--- config.mk ---
export PLATFORM = sky130hd
export DESIGN_NAME = ue1_host
export DESIGN_NICKNAME = d
export VERILOG_FILES = /design/src/rtl/ue1_host.sv
export SDC_FILE = /design/constraint.sdc
export NUM_CORES = 1
export LEC_CHECK = 0
export ABC_AREA = 1
export ABC_CLOCK_PERIOD_IN_PS = 3000
export BUFFER_PORTS_ARGS = -buffer_cell sky130_fd_sc_hd__buf_4
export CAP_MARGIN = 30
export CORE_ASPECT_RATIO = 0.75
export CORE_MARGIN = 2
export CORE_UTILIZATION = 55
export CTS_CLUSTER_DIAMETER = 40
export DETAILED_ROUTE_END_ITERATION = 10
export MAX_ROUTING_LAYER = met4
export PLACE_DENSITY_LB_ADDON = 0.25
export SYNTH_ARGS = -nofsm -noshare
export SYNTH_HDL_FRONTEND = slang
export SYNTH_SLANG_ARGS = --single-unit
--- constraint.sdc ---
create_clock -name clk -period 3 [get_ports clk]
set_clock_uncertainty 0.15 [all_clocks]
set_input_delay 0.15 -clock clk [delete_from_list [all_inputs] [get_ports clk]]
set_output_delay 0.15 -clock clk [all_outputs]
set_load 0.1 [all_outputs]
--- src/rtl/ue1_host.sv ---
// Memory-side sequencer for a UE-1 1-bit core. It fetches program words, feeds the core
// and applies the core's flag outputs. Define UE1_HOST_SINGLESTEP_EN to add the step input.
module ue1_host #(
  parameter int PC_W        = 8,
  parameter int STACK_DEPTH = 4
) (
  input  logic            clk,
  input  logic            rst_n,
  input  logic            run,
`ifdef UE1_HOST_SINGLESTEP_EN
  input  logic            step,
`endif
  output logic [PC_W-1:0] prog_addr,
  input  logic [7:0]      prog_data,
  output logic            cpu_clk_en,
  output logic [3:0]      cpu_instr,
  output logic            cpu_data,
  input  logic            cpu_rr,
  input  logic            cpu_write,
  input  logic            cpu_jmp,
  input  logic            cpu_rtn,
  input  logic            cpu_skip,
  input  logic            cpu_nopf,
  input  logic [7:0]      ext_in,
  output logic [7:0]      ext_out,
  output logic            halted,
  output logic            stack_err
);

  localparam int IDX_W = (STACK_DEPTH > 1) ? $clog2(STACK_DEPTH) : 1;
  localparam int SP_W  = IDX_W + 1;

  typedef enum logic [1:0] {
    S_FETCH,
    S_EXEC,
    S_TGT_FETCH,
    S_TGT_LOAD
  } state_e;

  state_e            state_q, state_d;
  logic [PC_W-1:0]   pc_q, pc_d;
  logic [7:0]        ram_q, ram_d;
  logic [7:0]        ext_out_q, ext_out_d;
  logic              halted_q, halted_d;
  logic              stack_err_q, stack_err_d;
  logic              skip_pend_q, skip_pend_d;
  logic [SP_W-1:0]   sp_q, sp_d;
  logic [PC_W-1:0]   stack_q [STACK_DEPTH];
  logic [PC_W-1:0]   stack_d [STACK_DEPTH];

  logic              advance;
  logic [3:0]        io_addr;
  logic              io_bit;
  logic [PC_W-1:0]   pc_inc;
  logic [PC_W-1:0]   pc_inc2;
  logic [IDX_W-1:0]  top_idx;
  logic              stack_full;
  logic              stack_empty;

`ifdef UE1_HOST_SINGLESTEP_EN
  logic step_q, step_d;
  logic step_pend_q, step_pend_d;

  assign advance = run | step_pend_q;

  always_comb begin
    step_d      = step;
    step_pend_d = step_pend_q;
    if (state_q == S_FETCH && advance && !halted_q) step_pend_d = 1'b0;
    if (step && !step_q && !run)                    step_pend_d = 1'b1;
  end

  always_ff @(posedge clk or negedge rst_n) begin
    if (!rst_n) begin
      step_q      <= 1'b0;
      step_pend_q <= 1'b0;
    end else begin
      step_q      <= step_d;
      step_pend_q <= step_pend_d;
    end
  end
`else
  assign advance = run;
`endif

  assign io_addr     = prog_data[3:0];
  assign io_bit      = io_addr[3] ? ext_in[io_addr[2:0]] : ram_q[io_addr[2:0]];
  assign pc_inc      = pc_q + PC_W'(1);
  assign pc_inc2     = pc_q + PC_W'(2);
  assign top_idx     = IDX_W'(sp_q - SP_W'(1));
  assign stack_full  = (sp_q == SP_W'(STACK_DEPTH));
  assign stack_empty = (sp_q == '0);

  // NOTE: every output and next-state value gets a default before the case, so no path
  // through this block can leave a signal unassigned and infer a latch.
  always_comb begin
    state_d     = state_q;
    pc_d        = pc_q;
    ram_d       = ram_q;
    ext_out_d   = ext_out_q;
    halted_d    = halted_q;
    stack_err_d = stack_err_q;
    skip_pend_d = skip_pend_q;
    sp_d        = sp_q;
    stack_d     = stack_q;
    prog_addr   = pc_q;
    cpu_clk_en  = 1'b0;
    cpu_instr   = 4'h0;
    cpu_data    = 1'b0;

    unique case (state_q)
      S_FETCH: begin
        if (advance && !halted_q) state_d = S_EXEC;
      end

      S_EXEC: begin
        state_d = S_FETCH;
        if (skip_pend_q) begin
          // The skipped word was fetched but the core never sees a clock for it.
          skip_pend_d = 1'b0;
          pc_d        = pc_inc;
        end else begin
          cpu_clk_en = 1'b1;
          cpu_instr  = prog_data[7:4];
          cpu_data   = io_bit;

          if (cpu_write) begin
            if (io_addr[3]) ext_out_d[io_addr[2:0]] = cpu_rr;
            else            ram_d[io_addr[2:0]]     = cpu_rr;
          end

          if (cpu_nopf && io_addr == 4'hF) halted_d = 1'b1;

          if (cpu_jmp) begin
            state_d = S_TGT_FETCH;
          end else if (cpu_rtn) begin
            if (stack_empty) begin
              pc_d        = '0;
              stack_err_d = 1'b1;
            end else begin
              pc_d = stack_q[top_idx];
              sp_d = sp_q - SP_W'(1);
            end
          end else begin
            pc_d = pc_inc;
            if (cpu_skip) skip_pend_d = 1'b1;
          end
        end
      end

      S_TGT_FETCH: begin
        prog_addr = pc_inc;
        state_d   = S_TGT_LOAD;
      end

      S_TGT_LOAD: begin
        prog_addr = pc_inc;
        pc_d      = prog_data[PC_W-1:0];
        state_d   = S_FETCH;
        // Overflow keeps the most recent return address by overwriting the top entry.
        if (stack_full) begin
          stack_err_d      = 1'b1;
          stack_d[top_idx] = pc_inc2;
        end else begin
          stack_d[sp_q[IDX_W-1:0]] = pc_inc2;
          sp_d                     = sp_q + SP_W'(1);
        end
      end

      default: state_d = S_FETCH;
    endcase
  end

  // NOTE: the bit RAM and return stack are small flop arrays, so they take the async
  // reset like the rest of the state; a macro RAM could not be cleared this way.
  always_ff @(posedge clk or negedge rst_n) begin
    if (!rst_n) begin
      state_q     <= S_FETCH;
      pc_q        <= '0;
      ram_q       <= '0;
      ext_out_q   <= '0;
      halted_q    <= 1'b0;
      stack_err_q <= 1'b0;
      skip_pend_q <= 1'b0;
      sp_q        <= '0;
      stack_q     <= '{default: '0};
    end else begin
      state_q     <= state_d;
      pc_q        <= pc_d;
      ram_q       <= ram_d;
      ext_out_q   <= ext_out_d;
      halted_q    <= halted_d;
      stack_err_q <= stack_err_d;
      skip_pend_q <= skip_pend_d;
      sp_q        <= sp_d;
      stack_q     <= stack_d;
    end
  end

  assign ext_out   = ext_out_q;
  assign halted    = halted_q;
  assign stack_err = stack_err_q;

endmodule

# Word level (Yosys, flattened, before mapping)

Index checks and enable logic that the tools add are counted.

Flip-flop bits (word level): 64
Bits of input ports: 25
Output and inout port bits: 24
Word-level logic and storage cells: 107

Add/sub/neg operators: 4
Order comparisons: 6
Equal/unequal tests: 14
Multiplexer cells: 51
Bitwise operators: 4
Reduce and logical (&&, ||, !) cells: 16

Operator list:

| operator                                            | count |
|---|---|
| 2-to-1 mux 8 bit                                    | 9 |
| bitwise mux 32 bit                                  | 2 |
| demux 8 bit (select 2 bit)                          | 2 |
| 2-to-1 mux 32 bit                                   | 1 |
| 2-to-1 mux 1 bit                                    | 17 |
| binary-select mux 8 bit (select 2 bit)              | 1 |
| bitwise mux 8 bit                                   | 2 |
| inequality test 2 bit (second input constant)       | 8 |
| case mux 8 bit (2 select lines)                     | 1 |
| 2-to-1 mux 3 bit                                    | 5 |
| AND reduction 6 bit                                 | 2 |
| adder 8 x 1 -> 8 bit (second input constant)        | 1 |
| adder 8 x 2 -> 8 bit (second input constant)        | 1 |
| 2-to-1 mux 4 bit                                    | 2 |
| case mux 2 bit (4 select lines)                     | 1 |
| AND reduction 4 bit                                 | 2 |
| binary-select mux 1 bit (select 3 bit)              | 2 |
| >= comparator 3 bit (second input constant)         | 2 |
| < comparator 3 x 1 -> 1 bit (second input constant) | 2 |
| 2-to-1 mux 2 bit                                    | 3 |
| NOT 2 -> 3 bit                                      | 2 |
| case mux 3 bit (2 select lines)                     | 1 |
| logical AND 1 bit                                   | 5 |
| == test 2 bit (second input constant)               | 2 |
| other kinds (18)                                    | 19 |

# Longest topological paths before layout

Gate-level depths: netlist of run 1.

Depth in word-level cells: 10
Mapped depth: 12
Depth with buffers taken out: 11

# Worst setup path after synthesis of run 1

Ideal clock, no wire load.

Path kind: register -> output
Start point: register pc_q[1]
End point: output port prog_addr[3]
Arrival: 2.973 ns
Required time: 2.700 ns
Slack: -0.273 ns
Stages on the path, launching flop included: 6
Buffers on the path: 0
Path through: dfrtp_1 -> ha_1 -> nand2_1 -> nand2_1 -> o21ai_0 -> o21ai_0

Cells in the longest elaborated chain, start to end: 2

RTL lines:

| element                  | RTL line | text |
|---|---|---|
| start: declaration       | 41       | `logic [PC_W-1:0] pc_q, pc_d;` |
| start signal: assignment | 189      | `pc_q <= pc_d;` |
| adder 8 x 1 -> 8 bit     | 88       | `assign pc_inc = pc_q + PC_W'(1);` |
| 2-to-1 mux 8 bit         | 111      | `unique case (state_q)` |
| end: declaration         | 13       | `output logic [PC_W-1:0] prog_addr,` |

No other way between the ends.

# Worst setup path after layout of run 1

Start point: register pc_q[1]
End point: output port prog_addr[6]

Same word-level chain as after synthesis.

==> results of run 1 <==
==> logic make-up (layout without fill, tap and decap cells) <==
family          Yosys count  in the layout  synth area share [%]
fa+ha+maj                 9              9                  3.10
simple gates            228            228                  26.6
buf+inv                  54            111                  6.10
flops                    64             64                  44.1
xor+xnor                  9              9                  2.17
compound gates          120            120                  17.9
==> worst max-delay path by stage <==
stage / slack (ps) / endpoint
2_1_floorplan: 50 / prog_addr[7]
5_1_grt: 430 / sp_q[1]$_DFFE_PN0P_
6_report: 580 / prog_addr[6]
3_3_place_gp: 770 / sp_q[1]$_DFFE_PN0P_
4_1_cts: 600 / prog_addr[6]
3_5_place_dp: 690 / sp_q[1]$_DFFE_PN0P_
==> report_power, final <==
part | internal [uW] | switching, uW | total, uW
combinational | 58.1 | 129 | 187
sequential | 868 | 10.6 | 879
clock | 393 | 384 | 778
total | 1320 | 524 | 1840
==> area by class of cell <==
type	count	area [sq um]
Multi-Input combinational cell	366	1810
Fill cell	527	2030
Timing Repair Buffer	60	473
Clock inverter	7	80.1
Tap cell	81	101
Sequential cell	64	1600
Inverter	35	131
Clock buffer	9	124
==> synthesized netlist by cell type, drive strengths merged (2+ instances only) <==
| cell type | n |
|---|---|
| clkbuf | 4 |
| o22ai | 3 |
| inv | 33 |
| nor2 | 28 |
| buf | 15 |
| nand3 | 31 |
| xnor2 | 2 |
| a31oi | 15 |
| o21ai | 68 |
| a21oi | 30 |
| a22oi | 2 |
| nand2 | 156 |
| clkinv | 2 |
| nor3 | 11 |
| dfrtp | 64 |
| xor2 | 7 |
| ha | 9 |
==> metal layers <==
metal | vias to the layer above | wire, um
li1 | 1715 | -
met1 | 1631 | 4480
met2 | 203 | 4230
met3 | 14 | 968
met4 | 0 | 123
met5 | - | 0
==> flip-flops by register name, indices dropped and copies added (netlist names), named ones only <==
name	cells
ext_out	8
pc_q	8
halted	1
state_q	1
stack_q	32
skip_pend_q	1
stack_err	1
ram_q	8
sp_q	3
==> timing repair <==
action / 4_1_cts / 5_1_grt
hold buffers: 9 / 0
endpoints found under the hold margin: 71 / 0
endpoints found under the setup margin: 0 / 0
==> metrics by stage <==
| step | hold WS (ps) | power (uW) | instance area, sq um | setup WS, ps | utilization, % |
|---|---|---|---|---|---|
| global route | 33.6 | 1900 | 4320 | 426 | 68.1 |
| finish | 29.9 | 1840 | 4320 | 579 | 68.1 |
| CTS | 27.3 | 1840 | 4320 | 601 | 68.1 |
| floorplan | -296 | 1000 | 3630 | 52.4 | - |
| detailed placement | 138 | 1070 | 4030 | 689 | 63.4 |
| global placement | 142 | 1070 | 4030 | 768 | 63.4 |
==> worst min-delay path: stages <==
cell and delay [ps]:
buf_4 120, nor4_4 80, nand2_1 80, o21ai_0 60
==> out/metrics.cfg, run 1 <==
[critical_path]
critPathMaxStageDelay_ps=560
crit_path_start_kind=flop
r2r_cells=6
cp-end-kind=output pin
worst-path-stages=7
cp_max_fo=9
crit_chain=ha_1 -> nand3_1 -> nor2_1 -> xor2_1 -> nand2_1 -> o21ai_1 -> buf_4
worst_ep_required_time_ps=2700
r2r-end=skip_pend_q$_DFFE_PN0P_
crit_slowest_cell=dfrtp_1
arrival_ps=2120
path_buf_inv=1
reg2reg_slack_ps=610
worstSetupStartpoint=pc_q[1]$_DFFE_PN0P_
crit_family=flip-flops
criticalPathCategory=flop to output pin

[floorplanning]
die_x_um=97.8
rows=25
io_pins=49
core-area_sq_mm=0.00635
die-area_sq_mm=0.00727
initial_core_util_pct=57.2
die_h_um=74.4

[clocking]
cts_max_level=3
cts_buffer_depth=2
postCtsSetupRepairBufs=0
cts_sinks=64
clk_latency_ps=350
cts-root-buf=clkbuf_8
cts_tree=built
cts_buffers=9
path_clk_slew_ps=80
ctsResizeCount=0

[final_layout]
area_growth_pct=19.1
drive_gt1_share_pct=15.5
fin_cells=622
final_common_cell=nand2_1
antenna_cells=0
final_nets=570
final_cell_mix=nand2_1 (153), dfrtp_1 (64), o21ai_0 (60)

[global_routing]
grt.busiest_layer=met1
met3_usage_pct=5.17
grt_pass1_wl_um=16100
grt_overflow_total=0
antenna_found_initial=0
grt_use_total_pct=29.1
use_met1_pct=43.5
first_global_vias=3158
grt_max_degree=65
met2_usage_pct=40.5

[outcome]
status=finished, final reports clean

[timing]
fmax_mhz=413
tightestPinTransition_ps=805
setup_viol=0
fin_tns_setup_ps=0
maxSlewViolCount=0
max_slew_margin_pct=46.3
post-route-period-util_pct=80.7
timing_hold_violations_final=0
finalCriticalPeriod_ps=2420
rsz0062_at_grt=false

[synth]
syn_nets=518
syn_area_per_cell_sq_um=7.50
yosysWarnings=0
yosysTopAreaCell=dfrtp_1
yosys-top-cells-area=dfrtp_1 (44%), nand2_1 (16%), o21ai_0 (8.7%), nand3_1 (4.3%), a21oi_1 (3.9%)
synth_seq_cells=64
ys.flop_type=dfrtp_1
synth_cell_types=32
synth_edf_count=0
async_flop_share_pct=100
syn_inst=484
synth_seq_area_share_pct=44.1
netlist.area_leader.share_pct=44.1
netlist_area_sq_mm=0.00363

[route]
first_pass_iters=6
viasPerCell=5.73
wl_um=9800
drc=0
via_count=3563
drt_iter0_markers=394
wire_per_inst_um=15.7
ant_nets=0

[worst_hold_path]
min_path_cells=4
holdCritPathClass=input port to flop
hold_path.startpoint=prog_data[3]
worstHoldEndpoint=ram_q[4]$_DFFE_PN0P_

[place]
io_buffers=48
post-place-cells=597
dp_hpwl_um=6780
gp_congestion=0.931

[pwr]
ir_drop_mv=0.385
power_density_mw_per_mm2=426
p_leak_uw=0.00212

[job]
maxCapViolCount=0

No activity file was read; power rests on OpenSTA's default activity.
==> inputs of run 2 (changes only) <==
ABC_CLOCK_PERIOD_IN_PS = 2200   (was 3000)
CORE_UTILIZATION = 52   (was 55)
clock period = 2.2 ns   (was 3 ns; I/O delays follow)
==> out/metrics.cfg, run 2 (synthesis results as in run 1) <==
[critical_path]
cp_max_fo=6
worst_ep_required_time_ps=1940
arrival_ps=1850
criticalPathCategory=flop to output pin
crit_slowest_cell=dfrtp_2
cp-end-kind=output pin
crit_chain=ha_1 -> nand3_2 -> or2_2 -> a31oi_2 -> buf_6
critPathMaxStageDelay_ps=420
crit_path_start_kind=flop

[clocking]
cts_max_level=3
clk_latency_ps=350
cts_buffers=9
cts-root-buf=clkbuf_8
cts_sinks=64
cts_buffer_depth=2
cts_tree=built
path_clk_slew_ps=80

[timing]
setup_viol=0
post-route-period-util_pct=95.8
max_slew_margin_pct=45.1
timing_hold_violations_final=0
fmax_mhz=475
finalCriticalPeriod_ps=2110
tightestPinTransition_ps=824
rsz0062_at_grt=true
maxSlewViolCount=0
fin_tns_setup_ps=0
fin_ws_ps=92.9

[pwr]
clkPwrFrac_pct=42.1
power_density_mw_per_mm2=557
p_int_uw=1840
power_frac_comb_pct=10.9
ir_drop_mv=0.365
sequentialPowerShare_pct=47.0
p_switching_uw=712
swShare_pct=27.9
p_leak_uw=0.00222

[route]
drc=0
first_pass_iters=5
top_layer_used=met4
ant_nets=0
route.met2.wl_um=4690
viasPerCell=5.69
wire_per_inst_um=15.8
wirelength_met1_um=4550
drt_iter0_markers=318
route.met3.wl_um=783
wl_um=10200
via_count=3667

[global_routing]
grt_use_total_pct=29.1
grt_overflow_total=0
grt_pass1_wl_um=17000
grt_max_degree=65
first_global_vias=3388
antenna_found_initial=0

[final_layout]
area_growth_pct=26.2
antenna_cells=0
final_nets=590
multi_input_area_sq_mm=0.00187
regArea_sq_mm=0.00161
largest-register=stack_q
fillCellCount=564
final_cell_mix=nand2_1 (153), buf_4 (63), dfrtp_1 (61)
final_common_cell=nand2_1
fin_cells=645
largest_reg_flops=32
drive_gt1_share_pct=20.9

[place]
dp_hpwl_um=6990
io_buffers=48
gp_congestion=0.959
dp_slack_ps=173
post-place-cells=610

[floorplanning]
die-area_sq_mm=0.00767
initial_core_util_pct=53.4
rows=26
core-area_sq_mm=0.00680
io_pins=49
die_h_um=76.4
die_x_um=100

[worst_hold_path]
holdCritPathClass=input port to flop

[job]
maxCapViolCount=0

[outcome]
status=finished, final reports clean

==> run 2: changes by cell type in the layout (fill, tap and decap cells not counted), moves of 2 or more <==
| cell | change |
|---|---|
| a31oi_1 | -3 |
| buf_6 | +3 |
| buf_12 | +2 |
| dfrtp_1 | -3 |
| nor2_2 | +6 |
| dlygate4sd3_1 | +3 |
| a31oi_2 | +3 |
| dfrtp_2 | +3 |
| buf_4 | +12 |
| nor2_1 | -6 |
==> run 2: worst max-delay path, delay by kind of cell (launching register included) <==
family / cells / cell delay (ps)
flops: 1 / 420
simple gates: 2 / 440
fa+ha+maj: 1 / 220
compound gates: 1 / 160
buf+inv: 1 / 250
==> run 2: power groups by stage <==
| stage | Sequential, uW | Clock, uW | Combinational [uW] |
|---|---|---|---|
| finish | 1200 | 1070 | 278 |
| global route | 1200 | 1140 | 304 |
| CTS | 1200 | 1070 | 264 |
| detailed placement | 1220 | 0 | 244 |
| global placement | 1220 | 0 | 241 |
| floorplan | 1220 | 0 | 150 |
==> run 2: what timing repair did <==
| action | in CTS | in global routing |
|---|---|---|
| endpoints found under the hold margin | 82 | 0 |
| gates resized for setup | 6 | 6 |
| hold buffers | 12 | 0 |
| pin swaps | 0 | 1 |
| endpoints found under the setup margin | 4 | 11 |
| buffers inserted | 0 | 7 |
| gates cloned | 0 | 0 |
==> run 2: layout make-up <==
type,instances,area share (%)
Sequential cell,64,35.1
Timing Repair Buffer,80,14.6
Clock buffer,10,3.01
Inverter,35,2.87
Clock inverter,6,1.48
Multi-Input combinational cell,366,40.7
Tap cell,84,2.30
==> run 2: stage by stage <==
stage | utilization, % | area (sq um) | hold WS [ps] | total power, uW
6_report | 67.4 | 4580 | 18.7 | 2550
5_1_grt | 67.4 | 4580 | 25.6 | 2650
4_1_cts | 66.1 | 4490 | 20.0 | 2540
3_5_place_dp | 61.1 | 4150 | 106 | 1470
3_3_place_gp | 61.1 | 4150 | 105 | 1460
2_1_floorplan | - | 3680 | -336 | 1370
==> run 2: metal layers <==
metal	track usage (%)	vias to the layer above
li1	-	1747
met1	41.2	1751
met4	7.81	0
met2	41.9	153
met3	7.34	16
met5	-	-
==> run 2: worst paths after layout <==
kind / start / endpoint / slack, ps / cells past startpoint
max: pc_q[1]$_DFFE_PN0P_ / prog_addr[4] / 90 / 5
min in group asynchronous: rst_n / stack_q[29]$_DFFE_PN0P_ / 230 / 2
max in group asynchronous: rst_n / pc_q[0]$_DFFE_PN0P_ / 1060 / 2
min reg2reg: stack_q[5]$_DFFE_PN0P_ / stack_q[5]$_DFFE_PN0P_ / 340 / 2
max reg2reg: flop / skip_pend_q$_DFFE_PN0P_ / 180 / 6
min: prog_data[0] / pc_q[0]$_DFFE_PN0P_ / 20 / 3
==> inputs of run 3 (changes only) <==
ABC_CLOCK_PERIOD_IN_PS = 2540   (was 2200)
CORE_UTILIZATION = 55   (was 52)
CTS_CLUSTER_DIAMETER = 60   (was 40)
HOLD_SLACK_MARGIN = 0.06   (was not set)
clock period = 2.54 ns   (was 2.2 ns; I/O delays follow)
==> out/metrics.cfg, run 3 (synthesis results as in run 1) <==
[place]
dp_slack_ps=509
gp_congestion=0.945
placed_cell_area_sq_mm=0.00408
dp_hpwl_um=6880
io_buffers=48

[timing]
setup_viol=0
maxSlewViolCount=0
tightestPinTransition_ps=813
post-route-period-util_pct=90.5
finalCriticalPeriod_ps=2300
fin_ws_ps=241
rsz0062_at_grt=false
fin_tns_setup_ps=0
timing_hold_violations_final=0
max_slew_margin_pct=45.8
fmax_mhz=435

[critical_path]
reg2reg_slack_ps=460
crit_chain=ha_1 -> nand2_1 -> nor2_1 -> nand2_1 -> a31oi_2 -> buf_6
critPathMaxStageDelay_ps=470
path_buf_inv=1
path_common_cell=nand2_1
arrival_ps=2020
cp_max_fo=6
cp-end-kind=output pin
crit_slowest_cell=dfrtp_1
crit_path_start_kind=flop
crit_family=flip-flops
r2r-end=stack_q[21]$_DFFE_PN0P_
reg2reg_from=sp_q[0]$_DFFE_PN0P_
criticalPathCategory=flop to output pin
r2r_cells=6
worst_ep_required_time_ps=2260

[route]
ant_nets=0
wl_um=9990
drt_iter0_markers=317
viasPerCell=5.73
via_count=3607
first_pass_iters=5
drc=0
wire_per_inst_um=15.9

[floorplanning]
initial_core_util_pct=57.2
die_x_um=97.8
die_h_um=74.4
rows=25
core-area_sq_mm=0.00635
io_pins=49
die-area_sq_mm=0.00727

[clocking]
postCtsSetupRepairBufs=0
cts_tree=built
path_clk_slew_ps=70
cts_buffers=9
cts_sinks=64
cts-root-buf=clkbuf_8
clk_latency_ps=350
cts_buffer_depth=2
cts_max_level=3

[final_layout]
drive_gt1_share_pct=16.6
largest_reg_flops=32
final_nets=578
design_area_sq_mm=0.00440
final_common_cell=nand2_1
area_growth_pct=21.1
largest-register=stack_q
final_cell_mix=nand2_1 (153), dfrtp_1 (63), o21ai_0 (60)
antenna_cells=0

[pwr]
power_density_mw_per_mm2=465
p_leak_uw=0.00214
ir_drop_mv=0.314

[worst_hold_path]
min_path_cells=3
holdCritPathClass=input port to flop
worstHoldEndpoint=ext_out[7]$_DFFE_PN0P_
hold_path.startpoint=cpu_rr

[global_routing]
first_global_vias=3329
grt_max_degree=65
grt_pass1_wl_um=16400
grt_overflow_total=0
antenna_found_initial=0
grt_use_total_pct=29.8

[outcome]
status=finished, final reports clean

[job]
maxCapViolCount=0

[run 3: worst max-delay path by stage]
stage / from / to / cells past startpoint
finish: pc_q[2]$_DFFE_PN0P_ / prog_addr[5] / 6
global route: pc_q[2]$_DFFE_PN0P_ / prog_addr[7] / 6
CTS: pc_q[1]$_DFFE_PN0P_ / prog_addr[5] / 6
detailed placement: sp_q[0]$_DFFE_PN0P_ / stack_q[18]$_DFFE_PN0P_ / 6
global placement: sp_q[0]$_DFFE_PN0P_ / stack_q[21]$_DFFE_PN0P_ / 6
floorplan: flop / prog_addr[0] / 3
[run 3: metrics by stage]
step | cells | total power [uW] | utilization, % | hold WS [ps]
finish | 630 | 2040 | 69.2 | 133
global route | 630 | 2130 | 69.2 | 158
CTS | 630 | 2050 | 69.0 | 132
detailed placement | 600 | 1270 | 64.2 | 113
global placement | 600 | 1260 | 64.2 | 112
floorplan | 484 | 1180 | - | -319
[run 3: worst register-to-register path: cells and delay by family (launching register included)]
kind	cells	cell delay, ps
DFF	1	380
adders and majority gates	1	230
and+or+nand+nor	1	120
buffers and inverters	2	440
AOI/OAI and AO/OA	2	610
[run 3: area by class of cell]
class | count | area (sq um)
timing repair buffer | 68 | 553
sequential | 64 | 1600
clock inverter | 3 | 17.5
multi-input combinational | 366 | 1840
fill | 526 | 1950
tap | 81 | 101
inverter | 35 | 135
clock buffer | 13 | 149
[run 3: power by group]
part,internal [uW],switching [uW]
Clock,379,396
Sequential,1030,12.6
Combinational,75.8,155
Total,1480,563
[run 3: per-layer routing]
layer  global-route usage (%)  vias up  wire length, um
li1                         -     1718                -
met3                     6.77       19              719
met1                     41.5     1705             4540
met4                     8.49        0              159
met2                     44.7      165             4580
met5                        -        -                0
[run 3: timing repair]
action	in CTS	in global routing
gates resized for setup	0	4
hold buffers	14	0
endpoints found under the hold margin	88	0
setup endpoints to repair	0	3
